[src/rtl/node_stream_sweeper.sv]
// Streams every clause row of one variable assignment through a run-time loadable literal
// memory, ORs in the assignment mask and flags the first row with a fully falsified clause.
module node_stream_sweeper #(
  parameter int unsigned NUM_CLAUSES           = 64,
  parameter int unsigned NUM_CLAUSES_PER_CYCLE = 16,
  parameter int unsigned NUM_VARS_PER_CLAUSE   = 3,
  parameter int unsigned VAR_ID_BITS           = 8,
  parameter int unsigned EARLY_ABORT           = 1,
  localparam int unsigned NUM_ROWS = NUM_CLAUSES / NUM_CLAUSES_PER_CYCLE,
  localparam int unsigned PTR_BITS = (NUM_ROWS > 1) ? $clog2(NUM_ROWS) : 1,
  localparam int unsigned W        = NUM_VARS_PER_CLAUSE * NUM_CLAUSES_PER_CYCLE,
  localparam int unsigned SLOT_W   = VAR_ID_BITS + 1,
  localparam int unsigned MEM_W    = SLOT_W * W
) (
  input  logic                   clk,
  input  logic                   reset,
  input  logic                   start,
  input  logic [VAR_ID_BITS-1:0] assign_var_id,
  input  logic                   assign_var_val,
  input  logic                   lit_wr_en,
  input  logic [PTR_BITS-1:0]    lit_wr_row,
  input  logic [MEM_W-1:0]       lit_wr_data,
  input  logic                   in_valid,
  output logic                   in_ready,
  input  logic [W-1:0]           in_clauses,
  output logic                   out_valid,
  input  logic                   out_ready,
  output logic [W-1:0]           out_clauses,
  output logic [PTR_BITS-1:0]    out_row,
  output logic                   out_last,
  output logic                   busy,
  output logic                   done,
  output logic                   is_node_unsat,
  output logic [PTR_BITS-1:0]    unsat_row
);

  localparam logic [1:0] StIdle  = 2'd0;
  localparam logic [1:0] StSweep = 2'd1;
  localparam logic [1:0] StDrain = 2'd2;
  localparam logic [1:0] StDone  = 2'd3;

  localparam logic [PTR_BITS-1:0] LastRow  = PTR_BITS'(NUM_ROWS - 1);
  localparam logic [PTR_BITS:0]   RowCount = (PTR_BITS + 1)'(NUM_ROWS);

  logic [1:0]             state_q, state_d;
  logic [PTR_BITS-1:0]    row_ptr_q, row_ptr_d;
  logic [VAR_ID_BITS-1:0] var_id_q, var_id_d;
  logic                   var_val_q, var_val_d;
  logic                   out_valid_q, out_valid_d;
  logic [W-1:0]           out_clauses_q, out_clauses_d;
  logic [PTR_BITS-1:0]    out_row_q, out_row_d;
  logic                   out_last_q, out_last_d;
  logic                   unsat_q, unsat_d;
  logic [PTR_BITS-1:0]    unsat_row_q, unsat_row_d;

  logic [MEM_W-1:0] lit_mem [NUM_ROWS];
  logic [MEM_W-1:0] lit_row;
  logic [W-1:0]     mask;
  logic [W-1:0]     merged;
  logic [NUM_CLAUSES_PER_CYCLE-1:0] clause_unsat;
  logic             beat_unsat;
  logic             accept;
  logic             last_beat;
  logic             mem_we;

  // Literal memory has no reset: contents survive a mid-sweep reset.
  assign mem_we = (state_q == StIdle) && lit_wr_en && ({1'b0, lit_wr_row} < RowCount);

  always_ff @(posedge clk) begin
    if (mem_we) begin
      lit_mem[lit_wr_row] <= lit_wr_data;
    end
  end

  assign lit_row = lit_mem[row_ptr_q];

  for (genvar i = 0; i < W; i++) begin : g_mask
    logic [VAR_ID_BITS-1:0] slot_id;
    logic                   slot_neg;
    assign {slot_neg, slot_id} = lit_row[i*SLOT_W +: SLOT_W];
    // Positive literal falsified by False (val=1), negated literal by True (val=0).
    assign mask[i] = (slot_id == var_id_q) && (slot_id != '0) && (slot_neg != var_val_q);
  end

  assign merged = in_clauses | mask;

  for (genvar c = 0; c < NUM_CLAUSES_PER_CYCLE; c++) begin : g_clause
    assign clause_unsat[c] = &merged[c*NUM_VARS_PER_CLAUSE +: NUM_VARS_PER_CLAUSE];
  end

  assign beat_unsat = |clause_unsat;
  assign in_ready   = (state_q == StSweep) && (!out_valid_q || out_ready);
  assign accept     = in_valid && in_ready;
  assign last_beat  = (row_ptr_q == LastRow) || ((EARLY_ABORT != 0) && beat_unsat);

  always_comb begin
    state_d       = state_q;
    row_ptr_d     = row_ptr_q;
    var_id_d      = var_id_q;
    var_val_d     = var_val_q;
    out_valid_d   = out_valid_q;
    out_clauses_d = out_clauses_q;
    out_row_d     = out_row_q;
    out_last_d    = out_last_q;
    unsat_d       = unsat_q;
    unsat_row_d   = unsat_row_q;

    if (out_valid_q && out_ready) begin
      out_valid_d = 1'b0;
    end

    case (state_q)
      StIdle: begin
        if (start) begin
          state_d     = StSweep;
          var_id_d    = assign_var_id;
          var_val_d   = assign_var_val;
          row_ptr_d   = '0;
          unsat_d     = 1'b0;
          unsat_row_d = '0;
        end
      end
      StSweep: begin
        if (accept) begin
          out_valid_d   = 1'b1;
          out_clauses_d = merged;
          out_row_d     = row_ptr_q;
          out_last_d    = last_beat;
          row_ptr_d     = (row_ptr_q == LastRow) ? '0 : row_ptr_q + 1'b1;
          if (beat_unsat && !unsat_q) begin
            unsat_d     = 1'b1;
            unsat_row_d = row_ptr_q;
          end
          if (last_beat) begin
            state_d = StDrain;
          end
        end
      end
      StDrain: begin
        if (out_valid_q && out_ready && out_last_q) begin
          state_d = StDone;
        end
      end
      default: state_d = StIdle;
    endcase
  end

  always_ff @(posedge clk or posedge reset) begin
    if (reset) begin
      state_q       <= StIdle;
      row_ptr_q     <= '0;
      var_id_q      <= '0;
      var_val_q     <= 1'b0;
      out_valid_q   <= 1'b0;
      out_clauses_q <= '0;
      out_row_q     <= '0;
      out_last_q    <= 1'b0;
      unsat_q       <= 1'b0;
      unsat_row_q   <= '0;
    end else begin
      state_q       <= state_d;
      row_ptr_q     <= row_ptr_d;
      var_id_q      <= var_id_d;
      var_val_q     <= var_val_d;
      out_valid_q   <= out_valid_d;
      out_clauses_q <= out_clauses_d;
      out_row_q     <= out_row_d;
      out_last_q    <= out_last_d;
      unsat_q       <= unsat_d;
      unsat_row_q   <= unsat_row_d;
    end
  end

  assign out_valid     = out_valid_q;
  assign out_clauses   = out_clauses_q;
  assign out_row       = out_row_q;
  assign out_last      = out_last_q;
  assign busy          = (state_q != StIdle);
  assign done          = (state_q == StDone);
  assign is_node_unsat = unsat_q;
  assign unsat_row     = unsat_row_q;

endmodule

[config.mk]
export PLATFORM = sky130hd
export DESIGN_NAME = node_stream_sweeper
export DESIGN_NICKNAME = d
export VERILOG_FILES = /design/src/rtl/node_stream_sweeper.sv
export SDC_FILE = /design/constraint.sdc
export NUM_CORES = 2
export LEC_CHECK = 0
export ABC_AREA = 0
export CORE_MARGIN = 3
export CORE_UTILIZATION = 45
export DETAILED_ROUTE_END_ITERATION = 12
export GPL_TIMING_DRIVEN = 0
export PLACE_DENSITY = 0.66
export REMOVE_ABC_BUFFERS = 1
export SKIP_LAST_GASP = 1
export SLEW_MARGIN = 20
export SYNTH_ARGS = -nofsm -noshare
export SYNTH_HDL_FRONTEND = slang
export SYNTH_SLANG_ARGS = --single-unit
[constraint.sdc]
create_clock -name clk -period 32.4 [get_ports clk]
set_clock_uncertainty 0.05 [all_clocks]
set_input_delay 6.48 -clock clk [delete_from_list [all_inputs] [get_ports clk]]
set_output_delay 6.48 -clock clk [all_outputs]
set_load 0.01 [all_outputs]
==> out/qor.txt <==
Critical setup path kind: primary input to primary output
Num CTS Buffers: 184
Critical Path End Type: primary output
Slew Viols, Final: 0
Max VDD drop: 0.00006058 V
Synthesized area per cell: 19.13 sq um
Worst r2r path cells: 16
Initial Util: 45.48%
Wirelength per Cell: 27.93 um
WHS Path Cells: 2
Max FO, Critical Path: 4
Ys Warns: 0
Nets: 5,152
First-pass GRT wire length: 284.1 mm
I/O Buffers: 554
Dpl cells: 6,638
Clock Sinks: 1,796
Achievable Freq: 69.27 MHz
Setup violators final: 0
Fin cells: 7,030
Fin crit share: 44.56%
GPL Wtd Cong: 0.7819
Slew headroom: 20.31%
Max Root-Sink Buffers: 3
CP Data Required Time: 25.87 ns
Worst hold path class: register to register
RSZ-0062 raised after global routing: false
# hold bufs at CTS: 0
Antenna violations before repair: 89
Synth Cell Area: 0.07436 sq mm
CTS tree: built
Hpwl dp: 138.4 mm
Clock transition at the registers of the reported paths: 0.05 ns
Vias post-DR: 40,382
Synth async-reset ratio: 3.786%
Cts repair resizes: 0
CP startpoint kind: primary input
Root Driver: clkbuf_16
Rows: 148
Number of DRC violations after detailed-routing iteration 0: 3,475
Sequential-to-total area share from yosys stat: 72.07%
Final wirelength: 196.3 mm
EDFF count, synth: 1,728
Total Die Area: 0.1702 sq mm
Drt drc: 0
First-pass detailed-route iteration total: 5
Hold Worst Slack: 0.4237 ns
Minimum clock period: 14.44 ns
CTS H-tree lvls: 4
Status: complete, no violations
Worst slack at placement: 17.97 ns
Power Dens Cells: 79.12 mW/mm^2
Antenna Nets Post-Route: 0
Layout cells sized above 1: 20.71%
GRT Total Usage: 23.13%
Syn Inst Count: 3,887
Flops & latches, synth: 1,796
Clk Latency, worst-skew pair: 0.83 ns
Worst Slack Setup Final: 17.96 ns
Synth unique cells: 71
Largest net degree at the start of global routing: 52
Slew of the pin with the lowest slew margin: 1.185 ns
Vias per cell: 5.744
Leakage Power: 28.82 nW
Max-cap viol count: 0
Core area: 0.1635 sq mm
Die H: 412.5 um
GRT overflow: 0
Vias in the first global route: 41,905
Post-CTS Setup Inserts: 0
Top_reg_cell synth: edfxtp_1
Area Growth Syn to Fin: 22.80%
Io pins: 555
CP arrival: 7.91 ns
Endpoints failing hold: 0
Die X: 412.5 um
Design Area, Final: 0.09132 sq mm
Placed cell area: 0.08505 sq mm
[layout make-up]
cell class	instances	area [sq um]
fillers	12304	72190
well taps	2175	2721
multi-input cells	1874	19570
repair buffers	784	9081
clock inverters	95	1033
inverters	9	46.29
flip-flops and latches	1796	53630
diodes	56	140.1
clock buffers	241	5092
[flip-flops by register name, summed over array words and instances (netlist names)]
register and count:
state_q 2, var_val_q 1, out_row 2, out_clauses 48
row_ptr_q 2, out_last 1, lit_mem 1728, unsat_row 2
is_node_unsat 1, var_id_q 8, out_valid 1
[layout by cell type (no fill, tap or decap), types with 24 or more instances in the layout]
cell,synthesis,layout
buf_16,0,58
clkdlybuf4s50_1,0,554
clkbuf_1,42,33
buf_4,40,99
buf_6,30,28
buf_12,1,43
diode_2,0,56
nand2_1,115,115
clkinv_2,0,41
xnor2_1,190,190
xor2_1,232,232
o21ai_0,59,59
mux2i_1,82,82
clkbuf_16,0,187
nor3_1,134,131
edfxtp_1,1728,1728
a211oi_1,24,24
mux2_2,30,30
nor4_1,149,149
dfrtp_1,68,57
mux4_2,407,407
nand4_1,31,31
nor2_1,79,77
a21oi_1,68,68
or4_1,33,33
[worst paths after layout]
kind                                            start                     endpoint  slack, ns
setup reg to reg             row_ptr_q[1]$_DFFE_PP0P_       state_q[0]$_DFFE_PP0P_      25.49
hold reg to reg            out_clauses[8]$_DFFE_PP0P_   out_clauses[8]$_DFFE_PP0P_       0.42
setup / recovery                            out_ready                     in_ready      17.96
max in group asynchronous                       reset  out_clauses[29]$_DFFE_PP0P_      25.58
min in group asynchronous                       reset  out_clauses[14]$_DFFE_PP0P_       5.97
hold / removal             out_clauses[8]$_DFFE_PP0P_   out_clauses[8]$_DFFE_PP0P_       0.42
[cells by family after synthesis]
kind of cell,count (synthesis),synth area share (%)
buf+inv,217,1.736
xor+xnor,422,4.970
compound gates,291,2.648
mux,519,13.88
fa+ha+maj,6,0.1009
flops,1796,72.07
simple gates,636,4.593
[where the power goes]
group          total (mW)  internal (mW)  switching (mW)  leakage, nW
clock                2.13           1.26           0.875         3.03
combinational        2.19           1.04            1.15         9.30
sequential           2.90           2.74           0.163         16.5
total                7.23           5.04            2.19         28.8
[per-layer routing]
metal | wire [um] | share of wire [%] | track usage (%)
met5 | 317 | 0.16 | 0
met3 | 17130 | 8.7 | 6.679
met4 | 6662 | 3.4 | 9.066
met1 | 77320 | 39 | 30.29
met2 | 94910 | 48 | 36.59
[per-stage QoR]
stage | power [mW] | TNS [ns] | util, %
6_report | 7.225 | 0 | 55.85
5_1_grt | 7.540 | 0 | 55.80
4_1_cts | 7.301 | 0 | 55.76
3_5_place_dp | 5.160 | 0 | 52.02
3_3_place_gp | 6.355 | - | 49.77
2_1_floorplan | 5.102 | -4548.83 | -
[cell usage after synthesis, types with 31 or more instances]
master	instances	area, sq um
xor2_1	232	2032
dfrtp_1	68	1702
nand4_1	31	193.9
nor3_1	134	670.6
nor4_1	149	932.1
xnor2_1	190	1664
buf_4	40	300.3
edfxtp_1	1728	51890
mux2i_1	82	820.8
o21ai_0	59	295.3
buf_1	43	161.4
clkbuf_1	42	157.7
buf_2	50	250.2
nand2_1	115	431.7
nor2_1	79	296.5
mux4_2	407	9166
a21oi_1	68	340.3
or4_1	33	247.7
[worst max-delay path, stage by stage]
cell and delay, ns:
clkdlybuf4s50_1 0.48, nand2b_1 0.21, and2_1 0.16, clkdlybuf4s50_1 0.58
(Power assumes the default switching activity.)
